**src/rtl/cpu_types_pkg.sv**
```systemverilog
// Shared CPU control types: hazard-unit state encoding and register-0 helper.
// Latency: n/a (types and pure functions only).
// Backpressure: n/a.
package cpu_types_pkg;

   typedef enum logic [1:0] {
      RUN   = 2'd0,
      DWAIT = 2'd1,
      HALT  = 2'd2
   } hzd_state_t;

   localparam logic [4:0] REG_ZERO = 5'd0;

   // A load in EX collides with the ID instruction if it writes a real
   // register that ID reads; rt only counts when ID actually sources it.
   function automatic logic load_use_hit(
      input logic       ex_load,
      input logic [4:0] ex_rt,
      input logic [4:0] rsel1,
      input logic [4:0] rsel2,
      input logic       rt_used
   );
      return ex_load && (ex_rt != REG_ZERO) &&
             ((ex_rt == rsel1) || (rt_used && (ex_rt == rsel2)));
   endfunction

endpackage

```
**src/rtl/hazard_ctrl.sv**
```systemverilog
// Pipeline hazard control: per-stage write-enable/flush from hazards, cache status and halt.
// Latency: enables are combinational (same cycle); state and counters update on CLK.
// Backpressure: data-cache wait freezes PC..EX/MEM and bubbles WB; I-miss/load-use stall the front end.
module hazard_ctrl
   import cpu_types_pkg::*;
#(
   parameter int CNT_W = 16
) (
   input  logic             CLK,
   input  logic             nRST,
   input  logic             ihit,
   input  logic             dhit,
   input  logic [4:0]       id_rsel1,
   input  logic [4:0]       id_rsel2,
   input  logic             id_rt_used,
   input  logic             ex_cuDRE,
   input  logic [4:0]       ex_rt,
   input  logic             br_taken,
   input  logic             mem_cuDRE,
   input  logic             mem_cuDWE,
   input  logic             mem_HALT,
   output logic             pc_en,
   output logic             ifid_W,
   output logic             ifid_RST,
   output logic             idex_W,
   output logic             idex_RST,
   output logic             exmem_W,
   output logic             memwb_W,
   output logic             memwb_RST,
   output logic             halted,
   output logic [CNT_W-1:0] stall_cnt,
   output logic [CNT_W-1:0] flush_cnt
);

   localparam logic [CNT_W-1:0] CNT_ONE = {{(CNT_W-1){1'b0}}, 1'b1};

   hzd_state_t state, state_nxt;
   logic       mem_op;
   logic       mem_wait;
   logic       load_use;
   logic       flush_ev;
   logic       stall_ev;

   assign mem_op   = mem_cuDRE | mem_cuDWE;
   // The dhit cycle that closes a wait is treated as ordinary RUN decode.
   assign mem_wait = ((state == DWAIT) || ((state == RUN) && mem_op)) && !dhit;
   assign load_use = load_use_hit(ex_cuDRE, ex_rt, id_rsel1, id_rsel2, id_rt_used);
   assign halted   = (state == HALT);

   // State register: wait/halt tracking.
   always_ff @(posedge CLK or negedge nRST) begin
      if (!nRST) state <= RUN;
      else       state <= state_nxt;
   end

   // Next state: halt may not retire while the D-cache is still busy.
   always_comb begin
      state_nxt = state;
      if (state == HALT) begin
         state_nxt = HALT;
      end else if (mem_HALT && !((state == DWAIT) && !dhit)) begin
         state_nxt = HALT;
      end else if (state == RUN) begin
         if (mem_op && !dhit) state_nxt = DWAIT;
      end else if (state == DWAIT) begin
         if (dhit) state_nxt = RUN;
      end
   end

   // Enable/flush decode, first matching condition wins.
   always_comb begin
      pc_en     = 1'b1;
      ifid_W    = 1'b1;
      ifid_RST  = 1'b0;
      idex_W    = 1'b1;
      idex_RST  = 1'b0;
      exmem_W   = 1'b1;
      memwb_W   = 1'b1;
      memwb_RST = 1'b0;
      flush_ev  = 1'b0;
      if (!nRST || (state == HALT)) begin
         pc_en   = 1'b0;
         ifid_W  = 1'b0;
         idex_W  = 1'b0;
         exmem_W = 1'b0;
         memwb_W = 1'b0;
      end else if (mem_wait) begin
         pc_en     = 1'b0;
         ifid_W    = 1'b0;
         idex_W    = 1'b0;
         exmem_W   = 1'b0;
         memwb_RST = 1'b1;
      end else if (br_taken) begin
         // Wrong-path fetch is dropped even if ihit is low.
         ifid_RST = 1'b1;
         idex_RST = 1'b1;
         flush_ev = 1'b1;
      end else if (load_use) begin
         pc_en    = 1'b0;
         ifid_W   = 1'b0;
         idex_RST = 1'b1;
      end else if (!ihit) begin
         pc_en    = 1'b0;
         ifid_RST = 1'b1;
      end
   end

   assign stall_ev = !pc_en && (state != HALT);

   // Saturating count of cycles with the PC held.
   always_ff @(posedge CLK or negedge nRST) begin
      if (!nRST)                             stall_cnt <= '0;
      else if (stall_ev && (stall_cnt != '1)) stall_cnt <= stall_cnt + CNT_ONE;
   end

   // Saturating count of taken-branch flushes.
   always_ff @(posedge CLK or negedge nRST) begin
      if (!nRST)                             flush_cnt <= '0;
      else if (flush_ev && (flush_cnt != '1)) flush_cnt <= flush_cnt + CNT_ONE;
   end

endmodule

```
**config.mk**
```make
export PLATFORM = sky130hd
export DESIGN_NAME = hazard_ctrl
export DESIGN_NICKNAME = d
export VERILOG_FILES = /design/src/rtl/cpu_types_pkg.sv /design/src/rtl/hazard_ctrl.sv
export SDC_FILE = /design/constraint.sdc
export NUM_CORES = 1
export LEC_CHECK = 0
export BUFFER_PORTS_ARGS = -buffer_cell sky130_fd_sc_hd__buf_2
export CORE_ASPECT_RATIO = 0.9
export CORE_MARGIN = 1
export CORE_UTILIZATION = 40
export DETAILED_ROUTE_END_ITERATION = 16
export GPL_ROUTABILITY_DRIVEN = 0
export PLACE_DENSITY = 0.71
export RECOVER_POWER = 100
export SLEW_MARGIN = 20
export SYNTH_ARGS = -nofsm -noshare
export SYNTH_HDL_FRONTEND = slang
export SYNTH_SLANG_ARGS = --single-unit
```
**constraint.sdc**
```tcl
create_clock -name CLK -period 2.6 [get_ports CLK]
set_input_delay 0.26 -clock CLK [delete_from_list [all_inputs] [get_ports CLK]]
set_output_delay 0.26 -clock CLK [all_outputs]
set_load 0.005 [all_outputs]
```
==> results.txt, run 1 <==
The run finished, with violations left. The checks that failed: negative hold slack. The final wirelength is 4090 um.

The wire length on met2 came out at 1880 um. The ratio of total power to cell area came out at 690 nW/um2. The reg2reg setup slack came out at 0.31 ns. The top-level I/O count came out at 66.

The floorplan has 24 rows. The number of sinks driven by the clock tree is 34. The worst setup path is of the reg2reg kind. The layout net count is 291. Synthesis produced a netlist whose cell count is ~190. The number of hold buffers added after cts came out at 0. The core box area came out at 4830 um2. The sum of overflow across all layers after global routing is 0.

The via count came out at 1,599. The sequential share of the synthesized area is 42.5%. At the later pin of the worst-skew pair, clock insertion delay measures between 0.2 and 0.3 ns. The initial utilization of the core area, before any placement, comes to 41.4%. The clock-pin slew reported for the worst setup and hold paths after clock tree synthesis is 0.07 ns. Buffers placed on the I/O ports in this run total 65. The startpoint kind of the worst setup timing path is a register. For the pin with the worst max-slew slack, the measured transition is 0.700 ns. The number of antenna violations at the first check in global routing is 0. The relative area change from synthesis to final layout is 21.5%.

The H-tree level count is 2. With fillers left out, the area of the finished cells amounts to 2430 um2. TritonCTS built the clock tree. After layout, the design draws a total of 0.00168 W. In this run the critical register-to-register path is captured at stall_cnt[1]$_DFFE_PN0P_. On the final layout, the worst hold slack is -0.00429 ns.

The post-detailed-route DRC marker count came out at 0. The cell count of the worst reg-to-reg path is 9. The worst hold path belongs to the class in2async. After layout, the worst setup slack is 0.314 ns. The worst path in the final design needs a cycle of between 2 and 2.5 ns, including I/O delays and setup. Summed over its instances, the top area cell type makes up 42.5% of the synthesized netlist area. The final sum of negative setup slack came out at 0 ns.

The first detailed-routing pass took 4 iterations. For this run, the top clock speed supported by timing is 437 MHz. The internal power came out at about 0.0012 W. The post-route fraction of the period consumed by the critical path is 87.9%.

Routed signal wires occupy layers up through met4. After synthesis the netlist holds a flip-flop and latch count of 34. The placement-stage worst setup slack came out at 0.303 ns. The worst clock skew on the final layout is 0.00523 ns.

Setup violations remaining at the end of the flow were counted as 0. Using the TritonRoute via totals, the vias-per-cell ratio works out to 4.89. The area after detailed placement came out at 2390 um2. The width of the die is between 70 and 80 um. The count of final max-slew check failures is 0. The synthesized area came out at 2000 um2.

After the first detailed-routing iteration, the DRC count stood at 49. No sink is reached through more buffers than the 2 on the longest clock path. The number of nets still failing antenna checks after routing came out at 0.

The yosys synthesis warning count is 0. The synthesized design spends more area on one cell type than any other, namely sky130_fd_sc_hd__dfrtp_1. The number of nets in the synthesized netlist is between 200 and 250. STA classifies the critical path endpoint as a register. After synthesis, the mean cell area works out to around 11 um2. The average wire per cell in the routed design came out at 12.5 um. The relative contribution of combinational cells to total power came out at 22.8%.

The number of enable-type register cells in the synthesized netlist came out at 0. The power dissipated by switching net loads is 0.000498 W. The fraction of registers with async set or reset after synthesis is 100%. Setup repair after global routing left no endpoint under its margin. The detailed router put a total of 1890 um of wire on met1. The number of clock buffers inserted by TritonCTS came out at 5. The launch point of the worst reg-to-reg path is state[0]$_DFFE_PN0P_. The chip height is 69.1 um.

The via count of the first global-routing pass came out at 1,483. The clock tree root buffer cell is sky130_fd_sc_hd__clkbuf_8. Headroom to the max-slew limit came out at 52.1%.

The leakage power is 1.14 nW. The die covers 5300 um2. The first-pass GRT wire length is 6930 um.

Detailed placement ended at an HPWL of 3140 um. IR analysis of the VDD net gives a maximum drop of 0.000294 V. In this run, the clock network consumes 35.0% of the power. The maximum number of pins on one net before global-route repair came out at 36. The required time of the worst setup path is roughly 2.8 ns. Net switching is 29.7% of the power. The maximum fanout count along the critical path is 15. The number of unique standard cell types used by synthesis came out at 44. Yosys attributes the largest share of cell area to sky130_fd_sc_hd__dfrtp_1 42%, sky130_fd_sc_hd__xor2_1 12%, sky130_fd_sc_hd__xnor2_1 5.2%.

The wire length on met3 is between 200 and 250 um. The sequential fraction of design power came out at 42.2%. The overall fraction of global-route tracks in use is 16.6%. Among all flip-flop cells after synthesis, the most frequent one is sky130_fd_sc_hd__dfrtp_1. In the final layout, the share of cells above drive strength 1 is 26.7%. The repair_antennas step left the layout with diodes totalling 0. At the worst endpoint, the arrival time is between 2 and 2.5 ns.

The hold violation count in the final report is 2. The tool flagged a number of max-cap violations equal to 0. The final cell utilization of the core came out at 50.3%.
worst max-delay path, stage by stage (launching register included):
cell                       delay (ns)
sky130_fd_sc_hd__dfrtp_1         0.39
sky130_fd_sc_hd__inv_1           0.10
sky130_fd_sc_hd__ha_1            0.24
sky130_fd_sc_hd__o21a_1          0.17
sky130_fd_sc_hd__o21bai_2        0.08
sky130_fd_sc_hd__nand2_1         0.14
sky130_fd_sc_hd__inv_1           0.10
sky130_fd_sc_hd__o221a_2         0.40
sky130_fd_sc_hd__nor2_1          0.23
sky130_fd_sc_hd__mux2_4          0.32
kinds of logic after synthesis:
kind of cell	Yosys count	share of synthesized area, %
AOI/OAI and AO/OA	17	6.50
xor gates and xnor gates	39	17.1
adders and majority gates	5	3.12
buffers and inverters	9	3.06
DFF	34	42.5
muxes	3	1.87
and+or+nand+nor	82	25.9
power groups by stage:
stage / Clock, W / Sequential (W) / Combinational, W
2_1_floorplan: 0 / 0.000713 / 0.000261
3_3_place_gp: 0 / 0.000718 / 0.000413
3_5_place_dp: 0 / 0.000720 / 0.000418
4_1_cts: 0.000599 / 0.000710 / 0.000424
5_1_grt: 0.000619 / 0.000724 / 0.000427
6_report: 0.000588 / 0.000708 / 0.000383
per-layer routing:
layer | global-route usage [%] | up-vias
met3 | 5.56 | 6
met4 | 6.62 | 0
met1 | 21.4 | 739
met2 | 25.7 | 54
met5 | 0 | -
li1 | - | 800
cell usage in the layout, fill, tap and decap left out, drive strengths merged, types with 2 or more instances in the layout:
master  netlist  routed
or3           2       2
and4          3       3
xor2         27      27
nor3b         4       4
nor2         12      12
clkbuf        0      21
dfrtp        34      34
and2          4       4
nand2        16      16
nand4         6       6
or2           2       2
bufinv        0       2
nor2b         3       3
a21oi         4       4
o21a          3       3
nor4          4       4
mux2          3       3
and3          3       3
ha            5       5
xnor2        12      12
nand3        10      10
buf           3      52
nor3         11      11
o21ai         4       4
inv           6       6
Yosys cell counts (all sizes together) (2+ instances only):
cell type	count
dfrtp	34
xor2	27
nand2	16
nor2	12
xnor2	12
nor3	11
nand3	10
inv	6
nand4	6
ha	5
a21oi	4
and2	4
nor3b	4
nor4	4
o21ai	4
and3	3
and4	3
buf	3
mux2	3
nor2b	3
o21a	3
or2	2
or3	2
flip-flops by register name (all words and copies together) (netlist names):
signal and count:
flush_cnt 16, stall_cnt 16, state 2
final cells by class:
class	instances	area [um2]
repair buffers	68	323
inverters	6	22.5
clock inverters	3	68.8
multi-input cells	146	1020
clock buffers	5	68.8
flip-flops and latches	34	851
fillers	466	2400
well taps	65	81.3
per-stage QoR:
step                      hold WS (ns)  cells
after floorplan                -0.0356    189
after global placement           0.344    319
after detailed placement         0.344    319
after CTS                       0.0276    327
after global routing            0.0443    327
final                         -0.00429    327
worst max-delay path by stage:
stage                               startpoint                         to
after global placement    state[0]$_DFFE_PN0P_  stall_cnt[15]$_DFFE_PN0P_
after floorplan           state[0]$_DFFE_PN0P_   flush_cnt[9]$_DFFE_PN0P_
after detailed placement  state[0]$_DFFE_PN0P_  stall_cnt[15]$_DFFE_PN0P_
after global routing      state[0]$_DFFE_PN0P_                   ifid_RST
final                     state[0]$_DFFE_PN0P_   stall_cnt[1]$_DFFE_PN0P_
after CTS                 state[0]$_DFFE_PN0P_                   ifid_RST
what timing repair did:
item,CTS,global route
endpoints found under the setup margin,0,1
setup buffers,0,0
gates resized for setup,0,1
No activity file was read; power rests on OpenSTA's default activity.
==> run 2, diff against run 1 <==
==> constraint.sdc (replaced) <==
create_clock -name CLK -period 2.6 [get_ports CLK]
set_input_delay 0.26 -clock CLK [delete_from_list [all_inputs] [get_ports CLK]]
set_output_delay 0.26 -clock CLK [all_outputs]
set_load 0.02 [all_outputs]
==> results.txt, run 2 (synthesis gave the netlist of run 1 again) <==
The length of routed wiring on met1 came out at 2020 um. The number of hold buffers added after cts came out at 0. The kind of critical path is reg2out.

The floorplan step set the die width to 76.6 um. The repair_antennas step left the layout with diodes totalling 0. Setup repair after global routing left no endpoint under its margin. The H-tree level count is 2. The count of routing violations after the opening detailed-route iteration is 80. The average wire per cell in the routed design came out at 12.5 um. The number of nets still failing antenna checks after routing came out at 0. The power dissipated by switching net loads came out at 0.000602 W. The worst voltage drop across the vdd grid is around 0.00027 V. The sum of overflow across all layers after global routing is 0.

The layout net count came out at around 290. The post-layout total power came out at 0.00160 W. In the final layout, the registers with the most flip-flops are flush_cnt x16, stall_cnt x16, state x2. The internal power is 0.000994 W. The via count normalized by instance count came out at around 4.8.

STA classifies the critical path endpoint as an output port. The clock-pin slew reported for the worst setup and hold paths after clock tree synthesis came out at 0.07 ns. The number of cell rows came out at 24.

The highest attainable clock frequency came out at 424 MHz. The number of I/O port buffers came out at 65. The count of final setup violators is 0. The number of antenna violations at the first check in global routing was 0.

The final cell utilization of the core is about half. The worst slew margin relative to its limit is between 50% and 60%. The area used by multi-input combinational logic is 1000 um2. The post-route fraction of the period consumed by the critical path came out at 90.7%. The count of buffer and inverter cells on the critical path came out at 3. The relative area change from synthesis to final layout came out at 17.1%.

The endpoint arrival time on the critical path is 2.10 ns. The core box area came out at 4830 um2. The worst stage delay on the critical path came out at approximately 0.37 ns.

The wire length on met2 is 1850 um. The clock tree root buffer cell is sky130_fd_sc_hd__clkbuf_8. The die covers 5300 um2. The worst clock skew on the final layout is 0.00547 ns.

At the later pin of the worst-skew pair, clock insertion delay measures 0.28 ns. The required time of the worst setup path is 2.34 ns. In this run, post-CTS repair resized a total of 0 instances. In this run the vertical extent of the chip is 69.1 um.

The detailed placement HPWL came out at 3130 um. The flow ran to the end, and the final reports show no timing, DRC or antenna violations. The clock share of power came out at 25.4%.

Among cell families on the critical path, the largest total delay comes from compound AO/OA/AOI/OAI gates. The first-pass GRT wire length is 7000 um. The maximum root-to-sink buffer count is 2. CTS saw 34 sinks. The overall fraction of global-route tracks in use is between 10% and 20%. In this run the post-CTS setup repair buffer count came out at 0. Of the cells placed in the final design, the portion with a size suffix greater than 1 is ~16%.

The hold violation count in the final report is 0. The post-detailed-route DRC marker count came out at 0. Signal routing reaches up to met3. The worst hold path belongs to the class in2async. The initial core utilization is 41.4%. The leading cell type in the layout, fill and taps excluded is sky130_fd_sc_hd__clkbuf_1. At the pin with the least slew margin, the transition time is 0.728 ns. For this run, the detailed router's first-pass iteration total came to 4. 66 I/O pins were placed. The maximum number of pins on one net before global-route repair came out at 36. The signal on the critical path passes through inv_1 -> ha_1 -> o21a_1 -> o21bai_1 -> nand2_1 -> inv_1 -> o21a_1 -> a21boi_1 -> clkbuf_2. The leakage power came out at between 1 and 1.5 nW. Along the worst path, the maximum fanout reaches 5.

The count of final max-slew check failures came out at 0. The final wirelength came out at approximately 4100 um. The via count of the first global-routing pass came out at 1,549. The filler cell count is about 480.

The wire length on met3 came out at 207 um. The total area of sequential cells came out at 851 um2. The via count came out at 1,583. TritonCTS built the clock tree. The final sum of negative setup slack is 0 ns.

In this run the power density over the cells is 681 nW/um2. Max-cap violations in this run came to 0. The top cell types in the final layout, fill and taps aside, are 42 x sky130_fd_sc_hd__clkbuf_1, 34 x sky130_fd_sc_hd__dfrtp_1, 27 x sky130_fd_sc_hd__xor2_1, 23 x sky130_fd_sc_hd__buf_2, 15 x sky130_fd_sc_hd__nand2_1. The relative contribution of combinational cells to total power is 30.0%. The post-layout minimum cycle time came out at 2.36 ns.

The number of clock buffers inserted by TritonCTS is 5. For this design, the slowest cell found on the critical path is sky130_fd_sc_hd__dfrtp_1. The startpoint kind of the worst setup timing path is a register.

The sequential fraction of design power is ~45%. Net switching is a little under two fifths of the power.
[run 2: through the flow]
stage | std cells | setup WS, ns | cell area, um2 | hold slack (ns)
4_1_cts | 327 | 0.247 | 2490 | 0.0482
3_3_place_gp | 319 | 0.453 | 2390 | 0.345
2_1_floorplan | 189 | 0.0402 | 2000 | -0.0356
5_1_grt | 327 | 0.0692 | 2340 | 0.0900
3_5_place_dp | 319 | 0.346 | 2390 | 0.347
6_report | 327 | 0.241 | 2340 | 0.0398
[run 2: area by class of cell]
type                    count  share of cell area (%)
clock buffers               6                    3.52
clock inverters             2                   0.534
inverters                   6                   0.961
multi-input cells         146                    42.7
flip-flops and latches     34                    36.3
well taps                  65                    3.47
repair buffers             68                    12.5
[run 2: power groups by stage]
stage	logic (W)	registers (W)	clock network, W
after global routing	0.000527	0.000731	0.000447
after CTS	0.000538	0.000709	0.000414
after detailed placement	0.000536	0.000719	0
final	0.000479	0.000711	0.000406
after floorplan	0.000278	0.000805	0
after global placement	0.000526	0.000719	0
[run 2: worst reg2reg max path: cells and delay by family (launching register included)]
| family | cells | cell delay [ns] |
|---|---|---|
| compound gates | 3 | 0.76 |
| flops | 1 | 0.37 |
| buf+inv | 2 | 0.23 |
| fa+ha+maj | 1 | 0.25 |
| mux | 1 | 0.31 |
| simple gates | 2 | 0.28 |
[run 2: metal layers]
| metal | track usage (%) | up-vias |
|---|---|---|
| met5 | 0 | - |
| met2 | 26.5 | 49 |
| li1 | - | 798 |
| met1 | 21.8 | 736 |
| met4 | 3.85 | 0 |
| met3 | 5.17 | 0 |
[run 2: path summary, 6_finish.rpt]
kind	start	end	slack (ns)	cells past startpoint
min in group CLK	dhit	state[0]$_DFFE_PN0P_	0.38	4
worst max register to register	state[0]$_DFFE_PN0P_	stall_cnt[1]$_DFFE_PN0P_	0.30	9
max in group asynchronous	nRST	state[1]$_DFFE_PN0P_	2.24	2
worst min-delay path	nRST	flush_cnt[1]$_DFFE_PN0P_	0.04	2
worst min register to register	stall_cnt[14]$_DFFE_PN0P_	stall_cnt[14]$_DFFE_PN0P_	0.48	1
worst max-delay path	state[0]$_DFFE_PN0P_	ifid_RST	0.24	9
==> run 3, diff against run 2 <==
--- a/config.mk
+++ b/config.mk
@@ -5,13 +5,14 @@
 export SDC_FILE = /design/constraint.sdc
 export NUM_CORES = 1
 export LEC_CHECK = 0
+export ABC_AREA = 1
 export BUFFER_PORTS_ARGS = -buffer_cell sky130_fd_sc_hd__buf_2
 export CORE_ASPECT_RATIO = 0.9
 export CORE_MARGIN = 1
 export CORE_UTILIZATION = 40
 export DETAILED_ROUTE_END_ITERATION = 16
 export GPL_ROUTABILITY_DRIVEN = 0
-export PLACE_DENSITY = 0.71
+export PLACE_DENSITY = 0.69
 export RECOVER_POWER = 100
 export SLEW_MARGIN = 20
 export SYNTH_ARGS = -nofsm -noshare
==> results.txt, run 3 <==
The via count of the first global-routing pass is 2,105. The wire length on met3 came out at 232 um. The leading cell type in the layout, fill and taps excluded is sky130_fd_sc_hd__nand2_1.

The clock network burns 40.8% of the power. The area used by multi-input combinational logic came out at 1250 um2. The worst setup path is launched from a register. Registers take 851 um2.

Setup violations remaining at the end of the flow were counted as 0. The number of clock buffers inserted by TritonCTS is 5. The post-layout minimum cycle time came out at approximately 2.3 ns. The average wire per cell in the routed design came out at around 11 um. The clock-pin slew reported for the worst setup and hold paths after clock tree synthesis came out at 0.07 ns.

The number of hold buffers added after cts is 0. The proportion of total power due to net switching is 23.4%. The number of antenna violations at the first check in global routing came out at 0.

The checks that failed: max-capacitance violations, max-slew violations. In this run, flip-flops and latches consume 52.8% of the power. The most used flip-flop cell after synthesis is sky130_fd_sc_hd__dfrtp_1. The post-route fraction of the period consumed by the critical path came out at 86.9%. The maximum number of pins on one net before global-route repair came out at 35. The length of routed wiring on met1 is approximately 2400 um.

The relative area change from synthesis to final layout came out at 16.2%. The slew at the pin closest to its max-slew limit came out at between 1.5 and 2 ns. The worst clock skew on the final layout is 0.00583 ns.

The floorplan step defined a die boundary enclosing 6170 um2. The die is 74.6 um tall. The leakage power is approximately 1.4 nW.

Synthesis inferred 34 register bits. CTS saw 34 sinks. By startpoint and endpoint, the worst setup path is classified as reg2out. Setup repair after global routing left no endpoint under its margin.

Adding up every negative setup slack in the final design gives 0 ns. The commonest cells after synthesis are 106 x sky130_fd_sc_hd__nand2_1, 36 x sky130_fd_sc_hd__inv_1, 35 x sky130_fd_sc_hd__nand3_1, 34 x sky130_fd_sc_hd__dfrtp_1, 24 x sky130_fd_sc_hd__nor2_1. During I/O placement, the number of pins put on the boundary was 66. The via count normalized by instance count came out at ~4.9.

Across every metal layer, demand over resource in global routing totals 18.9%. The first-pass iteration count of the detailed router came out at 5. The average cell area after synthesis came out at 7.23 um2. The detailed router used layers up to and including met4.

The maximum root-to-sink buffer count is 2. The number of instances resized during post-cts repair is 0. The largest single stage delay on the critical path is ~0.38 ns. For this design, the slowest cell found on the critical path is sky130_fd_sc_hd__dfrtp_1. Summed over all nets, wire length on met2 after detailed routing comes to 2620 um. The clock tree root buffer cell is sky130_fd_sc_hd__clkbuf_8. The first-pass GRT wire length came out at 8910 um. TritonCTS built the clock tree. The clock insertion delay at the later pin of the skew report came out at 0.29 ns. In this run the standard cell core region covers about 5700 um2.

The initial core utilization came out at just over 40%. The count of final max-slew check failures came out at 35. The most frequent cell after synthesis is sky130_fd_sc_hd__nand2_1. The total overflow left after global routing is 0. Summing over every cut layer, the via total after detailed routing is roughly 2,200. The number of nets still failing antenna checks after routing is 0. Measured against its own limit, the worst slew margin works out to -22.7%. The run finished, with violations left. In the layout the commonest cells are 108 x sky130_fd_sc_hd__nand2_1, 44 x sky130_fd_sc_hd__clkbuf_1, 37 x sky130_fd_sc_hd__inv_1, 36 x sky130_fd_sc_hd__nand3_1, 34 x sky130_fd_sc_hd__dfrtp_1. In this run, synthesis inferred 0 flip-flops with an integrated enable. VDD sags by at most between 0.0002 and 0.00025 V. The path class of the tightest hold or removal check is in2reg.

The ratio of total power to cell area came out at 368 nW/um2. The required time of the worst setup path is approximately 2.3 ns. The detailed placement HPWL is 4100 um. The final cell utilization of the core is 48.1%. The number of unique standard cell types used by synthesis came out at 28. The highest attainable clock frequency came out at 443 MHz. CTS built an H-tree with a depth of 2. In the synthesized netlist the async set-or-reset flop fraction comes to 100%. The post-detailed-route DRC marker count came out at 0. The yosys synthesis warning count came out at 0. The filler cells instantiated in the layout total 602. The final wirelength is between 5000 and 6000 um.

The detailed router finished its first iteration with 80 violations. The power dissipated by switching net loads came out at 0.000234 W. The maximum fanout count along the critical path came out at 18. The number of antenna diodes is 0. The net count after synthesis is 354.

The cell that appears most often on the critical path is sky130_fd_sc_hd__inv_1. By area the synthesized netlist is led by sky130_fd_sc_hd__dfrtp_1 36%, sky130_fd_sc_hd__nand2_1 17%, sky130_fd_sc_hd__nand3_1 7.5%. The share of cells above drive strength 1 is 11.2%. The initialized floorplan defines 26 standard-cell rows. Traced cell by cell, the critical path runs through inv_1 -> ha_1 -> clkinv_1 -> nand2_1 -> nor2_4 -> nand3_4 -> inv_1 -> clkbuf_1. The synthesized area came out at 2340 um2. The relative contribution of combinational cells to total power is 6.3%. After the last flow step, the layout net total stands at 422. The sequential share of the synthesized area is 36.3%. The hold violation count in the final report is 0.

The tool flagged a number of max-cap violations equal to 1. Buffers added to address setup during post-CTS repair amount to 0. The number of instances in the synthesized netlist came out at 324. The width of the die came out at slightly above 80 um. The number of I/O port buffers came out at 65. The largest registers in the layout are flush_cnt x16, stall_cnt x16, state x2. The worst setup path is captured at an output port. sky130_fd_sc_hd__dfrtp_1 takes more of the synthesized area than any other cell. The share of Yosys cell area claimed by the top area cell type is between 30% and 40%. For the worst setup path, the data arrival time is 2.00 ns. The internal power came out at 0.000767 W.
run 3: cell count changes after synthesis, moves of 7 or more:
cell,delta
sky130_fd_sc_hd__nand2_1,+91
sky130_fd_sc_hd__inv_1,+30
sky130_fd_sc_hd__nand3_1,+25
sky130_fd_sc_hd__nor2_1,+13
sky130_fd_sc_hd__xor2_1,-8
sky130_fd_sc_hd__inv_2,+7
run 3: path summary, 6_finish.rpt:
path	depth (start not counted)	slack, ns	to	startpoint
min reg2reg	2	0.52	state[1]$_DFFE_PN0P_	state[1]$_DFFE_PN0P_
min	4	0.31	state[0]$_DFFE_PN0P_	dhit
max reg2reg	9	0.40	stall_cnt[10]$_DFFE_PN0P_	stall_cnt[0]$_DFFE_PN0P_
max in group asynchronous	2	0.93	stall_cnt[3]$_DFFE_PN0P_	nRST
min in group asynchronous	2	0.61	stall_cnt[15]$_DFFE_PN0P_	nRST
max	8	0.34	pc_en	state[0]$_DFFE_PN0P_
run 3: power groups by stage:
stage | registers [W] | logic [W] | clock network [W]
floorplan | 0.000539 | 0.0000263 | 0
global placement | 0.000539 | 0.0000648 | 0
detailed placement | 0.000539 | 0.0000658 | 0
CTS | 0.000529 | 0.0000659 | 0.000421
global route | 0.000528 | 0.0000737 | 0.000451
finish | 0.000529 | 0.0000635 | 0.000409
run 3: cell families after synthesis:
logic type                 count (synthesis)  synth area share [%]
AOI/OAI and AO/OA                         16                  4.11
DFF                                       34                  36.3
adders and majority gates                  5                  2.67
xor gates and xnor gates                  29                  10.8
and+or+nand+nor                          191                  36.6
buffers and inverters                     49                  9.40
run 3: final cells by class:
| type | count | share of cell area [%] |
|---|---|---|
| multi-input combinational | 241 | 45.9 |
| sequential | 34 | 31.3 |
| timing repair buffer | 66 | 10.2 |
| inverter | 44 | 6.07 |
| tap | 70 | 3.22 |
| clock buffer | 7 | 3.17 |
| clock inverter | 1 | 0.184 |
run 3: per-stage QoR:
| stage | total power, W | setup WS [ns] | std cells | hold WS (ns) | cell area (um2) |
|---|---|---|---|---|---|
| 2_1_floorplan | 0.000565 | 0.639 | 324 | -0.0356 | 2340 |
| 3_3_place_gp | 0.000604 | 0.690 | 455 | 0.352 | 2710 |
| 3_5_place_dp | 0.000605 | 0.563 | 455 | 0.350 | 2710 |
| 4_1_cts | 0.00102 | 0.371 | 463 | 0.0344 | 2800 |
| 5_1_grt | 0.00105 | 0.133 | 463 | 0.325 | 2720 |
| 6_report | 0.00100 | 0.341 | 463 | 0.314 | 2720 |
run 3: metal layers:
metal | up-vias | global-route usage [%]
li1 | 1147 | -
met1 | 1051 | 22.3
met2 | 47 | 34.2
met3 | 4 | 5.52
met4 | 0 | 3.26
met5 | - | 0
run 3: worst max-delay path: cells and delay by family, from the launching register on:
kind / cells / cell delay (ns)
buffers and inverters: 4 / 0.50
AND/OR/NAND/NOR: 3 / 0.58
flip-flops: 1 / 0.38
adder cells (fa/ha/maj): 1 / 0.24
